### src/rtl/sfp_pkg.sv
// Shared definitions for the sfp lane sequencer: default widths and FSM state encoding.
package sfp_pkg;

  localparam int BW      = 4;
  localparam int PSUM_BW = 16;
  localparam int LEN_BW  = 8;

  typedef enum logic [2:0] {
    IDLE = 3'd0,
    CLR  = 3'd1,
    ACC  = 3'd2,
    RELU = 3'd3,
    CAPT = 3'd4,
    OUT  = 3'd5
  } state_e;

endpackage

### src/rtl/sfp_seq.sv
// Sequencer for one sfp lane: clear, cfg_len accumulate beats, a relu beat,
// then capture the psum and present it on a valid/ready output.
module sfp_seq
  import sfp_pkg::*;
#(
  parameter int bw      = BW,
  parameter int psum_bw = PSUM_BW,
  parameter int len_bw  = LEN_BW
) (
  input  logic               clk,
  input  logic               reset,
  input  logic               start,
  input  logic [len_bw-1:0]  cfg_len,
  input  logic               cfg_relu,
  output logic               busy,
  input  logic [bw-1:0]      in_data,
  input  logic               in_valid,
  output logic               in_ready,
  output logic               sfp_clr,
  output logic               sfp_acc,
  output logic               sfp_relu,
  output logic [bw-1:0]      sfp_in,
  input  logic [psum_bw-1:0] sfp_out,
  output logic [psum_bw-1:0] out_data,
  output logic               out_valid,
  input  logic               out_ready
);

  state_e              state_r, state_s;
  logic [len_bw-1:0]   count_r, count_s;
  logic [len_bw-1:0]   len_r, len_s;
  logic [len_bw-1:0]   count_inc_s;
  logic                relu_r, relu_s;
  logic [psum_bw-1:0]  out_data_r;
  logic                out_valid_r;
  logic                busy_r;
  logic                in_ready_r;
  logic                sfp_clr_r;
  logic                sfp_relu_r;

  // Next-state, beat counter and configuration latch.
  always_comb begin
    state_s     = state_r;
    count_s     = count_r;
    len_s       = len_r;
    relu_s      = relu_r;
    count_inc_s = count_r + {{(len_bw-1){1'b0}}, 1'b1};
    case (state_r)
      IDLE: begin
        if (start) begin
          state_s = CLR;
          len_s   = cfg_len;
          relu_s  = cfg_relu;
          count_s = {len_bw{1'b0}};
        end else begin
          state_s = IDLE;
        end
      end
      CLR: begin
        if (len_r != {len_bw{1'b0}}) begin
          state_s = ACC;
        end else begin
          state_s = RELU;
        end
      end
      ACC: begin
        // Compare-equal on the incremented count, so len = all-ones never wraps.
        if (in_valid) begin
          count_s = count_inc_s;
          if (count_inc_s == len_r) begin
            state_s = RELU;
          end else begin
            state_s = ACC;
          end
        end else begin
          state_s = ACC;
        end
      end
      RELU:    state_s = CAPT;
      CAPT:    state_s = OUT;
      OUT: begin
        if (out_ready) begin
          state_s = IDLE;
        end else begin
          state_s = OUT;
        end
      end
      default: state_s = IDLE;
    endcase
  end

  // State, configuration and registered control outputs decoded from the next state.
  always_ff @(posedge clk or negedge reset) begin
    if (!reset) begin
      state_r     <= IDLE;
      count_r     <= {len_bw{1'b0}};
      len_r       <= {len_bw{1'b0}};
      relu_r      <= 1'b0;
      out_data_r  <= {psum_bw{1'b0}};
      out_valid_r <= 1'b0;
      busy_r      <= 1'b0;
      in_ready_r  <= 1'b0;
      sfp_clr_r   <= 1'b0;
      sfp_relu_r  <= 1'b0;
    end else begin
      state_r     <= state_s;
      count_r     <= count_s;
      len_r       <= len_s;
      relu_r      <= relu_s;
      out_data_r  <= (state_r == CAPT) ? sfp_out : out_data_r;
      out_valid_r <= (state_s == OUT);
      busy_r      <= (state_s != IDLE);
      in_ready_r  <= (state_s == ACC);
      sfp_clr_r   <= (state_s == CLR);
      sfp_relu_r  <= (state_s == RELU) && relu_s;
    end
  end

  assign busy      = busy_r;
  assign in_ready  = in_ready_r;
  assign sfp_clr   = sfp_clr_r;
  assign sfp_acc   = in_ready_r && in_valid;
  assign sfp_relu  = sfp_relu_r;
  assign sfp_in    = in_data;
  assign out_data  = out_data_r;
  assign out_valid = out_valid_r;

endmodule

### config.mk
export PLATFORM = sky130hd
export DESIGN_NAME = sfp_seq
export DESIGN_NICKNAME = d
export VERILOG_FILES = /design/src/rtl/sfp_pkg.sv /design/src/rtl/sfp_seq.sv
export SDC_FILE = /design/constraint.sdc
export NUM_CORES = 1
export LEC_CHECK = 0
export BUFFER_PORTS_ARGS = -buffer_cell sky130_fd_sc_hd__buf_2
export CAP_MARGIN = 5
export CORE_UTILIZATION = 46
export DETAILED_ROUTE_END_ITERATION = 16
export PLACE_DENSITY_LB_ADDON = 0.12
export SLEW_MARGIN = 10
export SYNTH_ARGS = -nofsm -noshare
export SYNTH_HDL_FRONTEND = slang
export SYNTH_SLANG_ARGS = --single-unit
### constraint.sdc
create_clock -name clk -period 1.7 [get_ports clk]
set_clock_uncertainty 0.15 [all_clocks]
set_input_delay 0.17 -clock clk [delete_from_list [all_inputs] [get_ports clk]]
set_output_delay 0.17 -clock clk [all_outputs]
set_load 0.02 [all_outputs]
* After elaboration in Yosys (flattened, before gate mapping)
Cells that the tools add are included.
Storage, ports and cells: flip-flop bits (word level) 41, input port bits 34, output and inout port bits 26
Operators by class: add/subtract/negate cells 1, equality and inequality tests 12, mux-type cells 11, reductions and logical operators 8
Operator list (number):
- $pmux 3 s6 | 1
- $mux 8 | 2
- $pmux 8 s2 | 1
- $eq 3x2->1 const B | 4
- $eq 3x3->1 const B | 3
- $add 8x1->8 const B | 1
- $eq 8x8->1 | 1
- $reduce_bool 8->1 | 1
- $eq 3x1->1 const B | 2
- $mux 3 | 2
- $mux 1 | 5
- $ne 2x2->1 const B | 2
- $logic_not 3->1 | 1
- $reduce_and 3->1 | 1
- $reduce_bool 3->1 | 1
- $logic_and 1x1->1 | 2
- $reduce_and 2->1 | 1
- $reduce_bool 2->1 | 1

* Depth between registers and ports, before layout
word-level depth 7, gate-level depth with buffers 7, depth with buffers taken out 6

* Worst setup path before layout
Ideal clock, no wire load.
path type reg2reg, start point register count_r[0], end point register sfp_relu_r (netlist: sfp_relu), setup time 0.068 ns, arrival 1.611 ns, setup slack -0.129 ns, stages on the path, launching flop included 7, buffers on the path 0, period minus slack after synthesis 1.829 ns, cells stage by stage dfrtp_1 > ha_1 > and3_1 > a22o_1 > o2bb2ai_1 > o31ai_1 > and4b_1
Between the ends: longest elaborated chain between the ends 7
RTL lines:
- start: declaration | RTL line sfp_seq.sv:30 | logic [len_bw-1:0] count_r, count_s;
- start signal: assignment | RTL line sfp_seq.sv:96 | count_r <= {len_bw{1'b0}};
- start signal: assignment | RTL line sfp_seq.sv:107 | count_r <= count_s;
- $add 8x1->8 | RTL line sfp_seq.sv:47 | count_inc_s = count_r + {{(len_bw-1){1'b0}}, 1'b1};
- $eq 8x8->1 | RTL line sfp_seq.sv:70 | if (count_inc_s == len_r) begin
- $mux 1 | RTL line sfp_seq.sv:70
- $mux 3 | RTL line sfp_seq.sv:68 | if (in_valid) begin
- $pmux 3 s6 | RTL line sfp_seq.sv:48 | case (state_r)
- $eq 3x2->1 | RTL line sfp_seq.sv:115 | sfp_relu_r <= (state_s == RELU) && relu_s;
- $logic_and 1x1->1 | RTL line sfp_seq.sv:115
- end signal: assignment | RTL line sfp_seq.sv:115
- end: declaration | RTL line sfp_seq.sv:39 | logic sfp_relu_r;
Every way passes these cells. A chain may end at the register's enable or synchronous reset.

* Worst setup path after layout
start point register count_r[0], end point register state_r[0]
Between the ends: longest elaborated chain between the ends 5
RTL lines:
- $add 8x1->8 | RTL line sfp_seq.sv:47
- $eq 8x8->1 | RTL line sfp_seq.sv:70
- $mux 1 | RTL line sfp_seq.sv:70
- $mux 3 | RTL line sfp_seq.sv:68
- $pmux 3 s6 | RTL line sfp_seq.sv:48
- net state_s[0] | RTL line sfp_seq.sv:29 | state_e state_r, state_s;
- end signal: assignment | RTL line sfp_seq.sv:106 | state_r <= state_s;
- end: declaration | RTL line sfp_seq.sv:29
The timed path passes the listed nets, and every way through them passes these cells.

==> metrics.cfg <==
[worst_setup_path]
worstReg2RegStart=count_r[0]
r2r-end=state_r[0]
worstPathArrival_ns=1.91
worstSetupStartpoint=count_r[0]
crit_path_end=state_r[0]
worstPathMaxFanout=7
r2r_slack_ns=-0.13
critPathLaunchType=register
worstSetupPathType=register to register
reg2regPathDepth=5
endpoint_kind=register
worstPathRequired_ns=1.78

[synthesis]
synthDominantCellAreaShare_pct=52.4
netlist_area_mm2=0.00196
synth-async-reset-ratio_pct=100
ys_types=44
ys_seq_area_share_pct=52.4
syn_nets=219
synth_ff_type=dfrtp_1
postSynthCellCount=184
syn_avg_cell_area_um2=10.6
ys_seq_elements=41
synth_edf_count=0
yosys_warnings=0
ys_top_cells_by_area=dfrtp_1 52%, mux2_2 9.2%, nand2_1 6.5%, o21ai_0 2.8%, nand3_1 2.3%
yosysTopAreaCell=dfrtp_1

[power]
p_leak_nw=1.50
ir_worst_vdd_mv=0.880
p_total_mw=5.02
p_per_area_mw_per_mm2=1650

[global_routing]
grt_overflow_total=0
grt_pass1_wl_um=8200
grt_max_degree=42
grt_antenna_before_repair=0
grt_usage_pct=24.9
grt_pass1_vias=1879

[layout]
num_antenna_cells=0
layout_common_cells=51 x buf_2, 38 x dfrtp_1, 34 x nand2_1, 27 x buf_4, 26 x dlygate4sd3_1
areaGrowthSynthToFinish_pct=55.8
drive_gt1_share_pct=47.9
final_core_util_pct=75.7
design_area_mm2=0.00305
final_common_cell=buf_2
final_nets=325

[timing]
finalCritPeriodShare_pct=108
setup_violations=16
hold_viol_final=0
max_slew_margin_pct=66.3
setup_ws_ns=-0.130
fmax_mhz=546
slew_viol_final=0
min_period_ns=1.83
worst_pin_slew_ns=0.505
rsz0062_at_grt=yes

[placed_design]
hpwlAfterDp_um=3070
place_area_mm2=0.00243
pre_cts_ws_ns=-0.143
place_congestion=0.833
io_buffers=51

[outcome]
status=complete, but fails checks
violations=setup timing

[routing]
antenna_left=0
viasPerCell=5.26
routed_wl_um=5290
first_pass_iters=4
drcViolationCount=0
wl_per_cell_um=15.6
drt-initial-drc-count=51
vias=1790

[floorplanning]
core-area_mm2=0.00403
dieHeight_um=67.2
start_util_pct=48.6
pin_count=60
die_area_mm2=0.00452
die_w_um=67.2
num_rows=23

[worst_hold_path]
worstHoldPathCells=4
min_path_type=primary input to register

[clock_network]
clock_path_buffers=2
clkLatencyLatePin_ns=0.29
clock-sinks=41
tritoncts=done
clk_pin_slew_ns=0.08
clock-root-buffer=clkbuf_8
htree_levels=2
numCtsBuffers=5

[flow_run]
cap_viol_max_count=0

## metrics by stage
| stage | cells | hold slack, ns | TNS, ns |
|---|---|---|---|
| after floorplan | 184 | -0.276 | -0.217 |
| after global placement | 298 | 0.0989 | -0.542 |
| after detailed placement | 298 | 0.108 | -0.977 |
| after CTS | 337 | 0.0538 | -0.525 |
| after global routing | 340 | 0.110 | -1.40 |
| final | 340 | 0.0677 | -0.461 |
## synthesized netlist by cell type (3+ instances only)
master,number
clkbuf_1,5
a21oi_1,4
o31ai_1,3
xnor2_1,5
nand2_1,34
mux2_2,16
and3_1,3
buf_2,4
inv_1,3
buf_4,4
o21ai_0,11
nand3_1,9
nor2_1,5
dfrtp_1,41
## cell families after synthesis
family | Yosys count | share of synthesized area (%)
xor gates and xnor gates | 7 | 3.13
and+or+nand+nor | 72 | 19.7
adders and majority gates | 1 | 0.639
muxes | 16 | 9.21
buffers and inverters | 17 | 4.67
DFF | 41 | 52.4
AOI/OAI and AO/OA | 30 | 10.2
## critical path, stage by stage (launching register included)
cell and delay (ns):
dfrtp_2 0.44, nand3_2 0.10, or4b_1 0.49, o211a_1 0.15, o221ai_2 0.21, and3_2 0.23
## sequential cells by signal, indices dropped and copies added, names as in the netlist
| name | cells |
|---|---|
| busy | 1 |
| count_r | 8 |
| out_valid | 1 |
| in_ready | 1 |
| state_r | 3 |
| out_data | 16 |
| relu_r | 1 |
| sfp_relu | 1 |
| sfp_clr | 1 |
| len_r | 8 |
## worst min-delay path by stage
stage	slack [ns]	end	startpoint
3_3_place_gp	0.1	out_data[13]	reset
3_5_place_dp	0.11	out_data[13]	reset
2_1_floorplan	-0.28	busy	reset
5_1_grt	0.11	out_valid	out_ready
6_report	0.07	out_valid	out_ready
4_1_cts	0.05	out_valid	out_ready
## report_power, final
group	internal [mW]	switching (mW)	total, mW
combinational	1.31	1.26	2.57
sequential	1.38	0.327	1.71
clock	0.426	0.318	0.745
## area by class of cell
type                       instances  area, µm²
clock inverter                     2       35.0
sequential                        41       1030
fill                             279        981
tap                               50       62.6
multi-input combinational        126       1000
timing repair buffer             113        836
clock buffer                       5       68.8
inverter                           3       13.8
## layer usage
metal	wire length (µm)	global-route usage [%]	part of all wire [%]	vias to the layer above
met2	2800	45.6	53	69
met5	0	0	0	-
met1	2110	25.5	40	854
met3	302	7.43	5.7	10
li1	-	-	-	857
met4	78	11.7	1.5	0
## timing repair
action / 4_1_cts / 5_1_grt
gates cloned: 1 / 0
setup buffers: 5 / 4
gates resized for setup: 19 / 38
endpoints found under the hold margin: 66 / 0
pin swaps: 2 / 9
endpoints found under the setup margin: 27 / 26
hold buffers: 26 / 0
No activity file was read; power rests on OpenSTA's default activity.
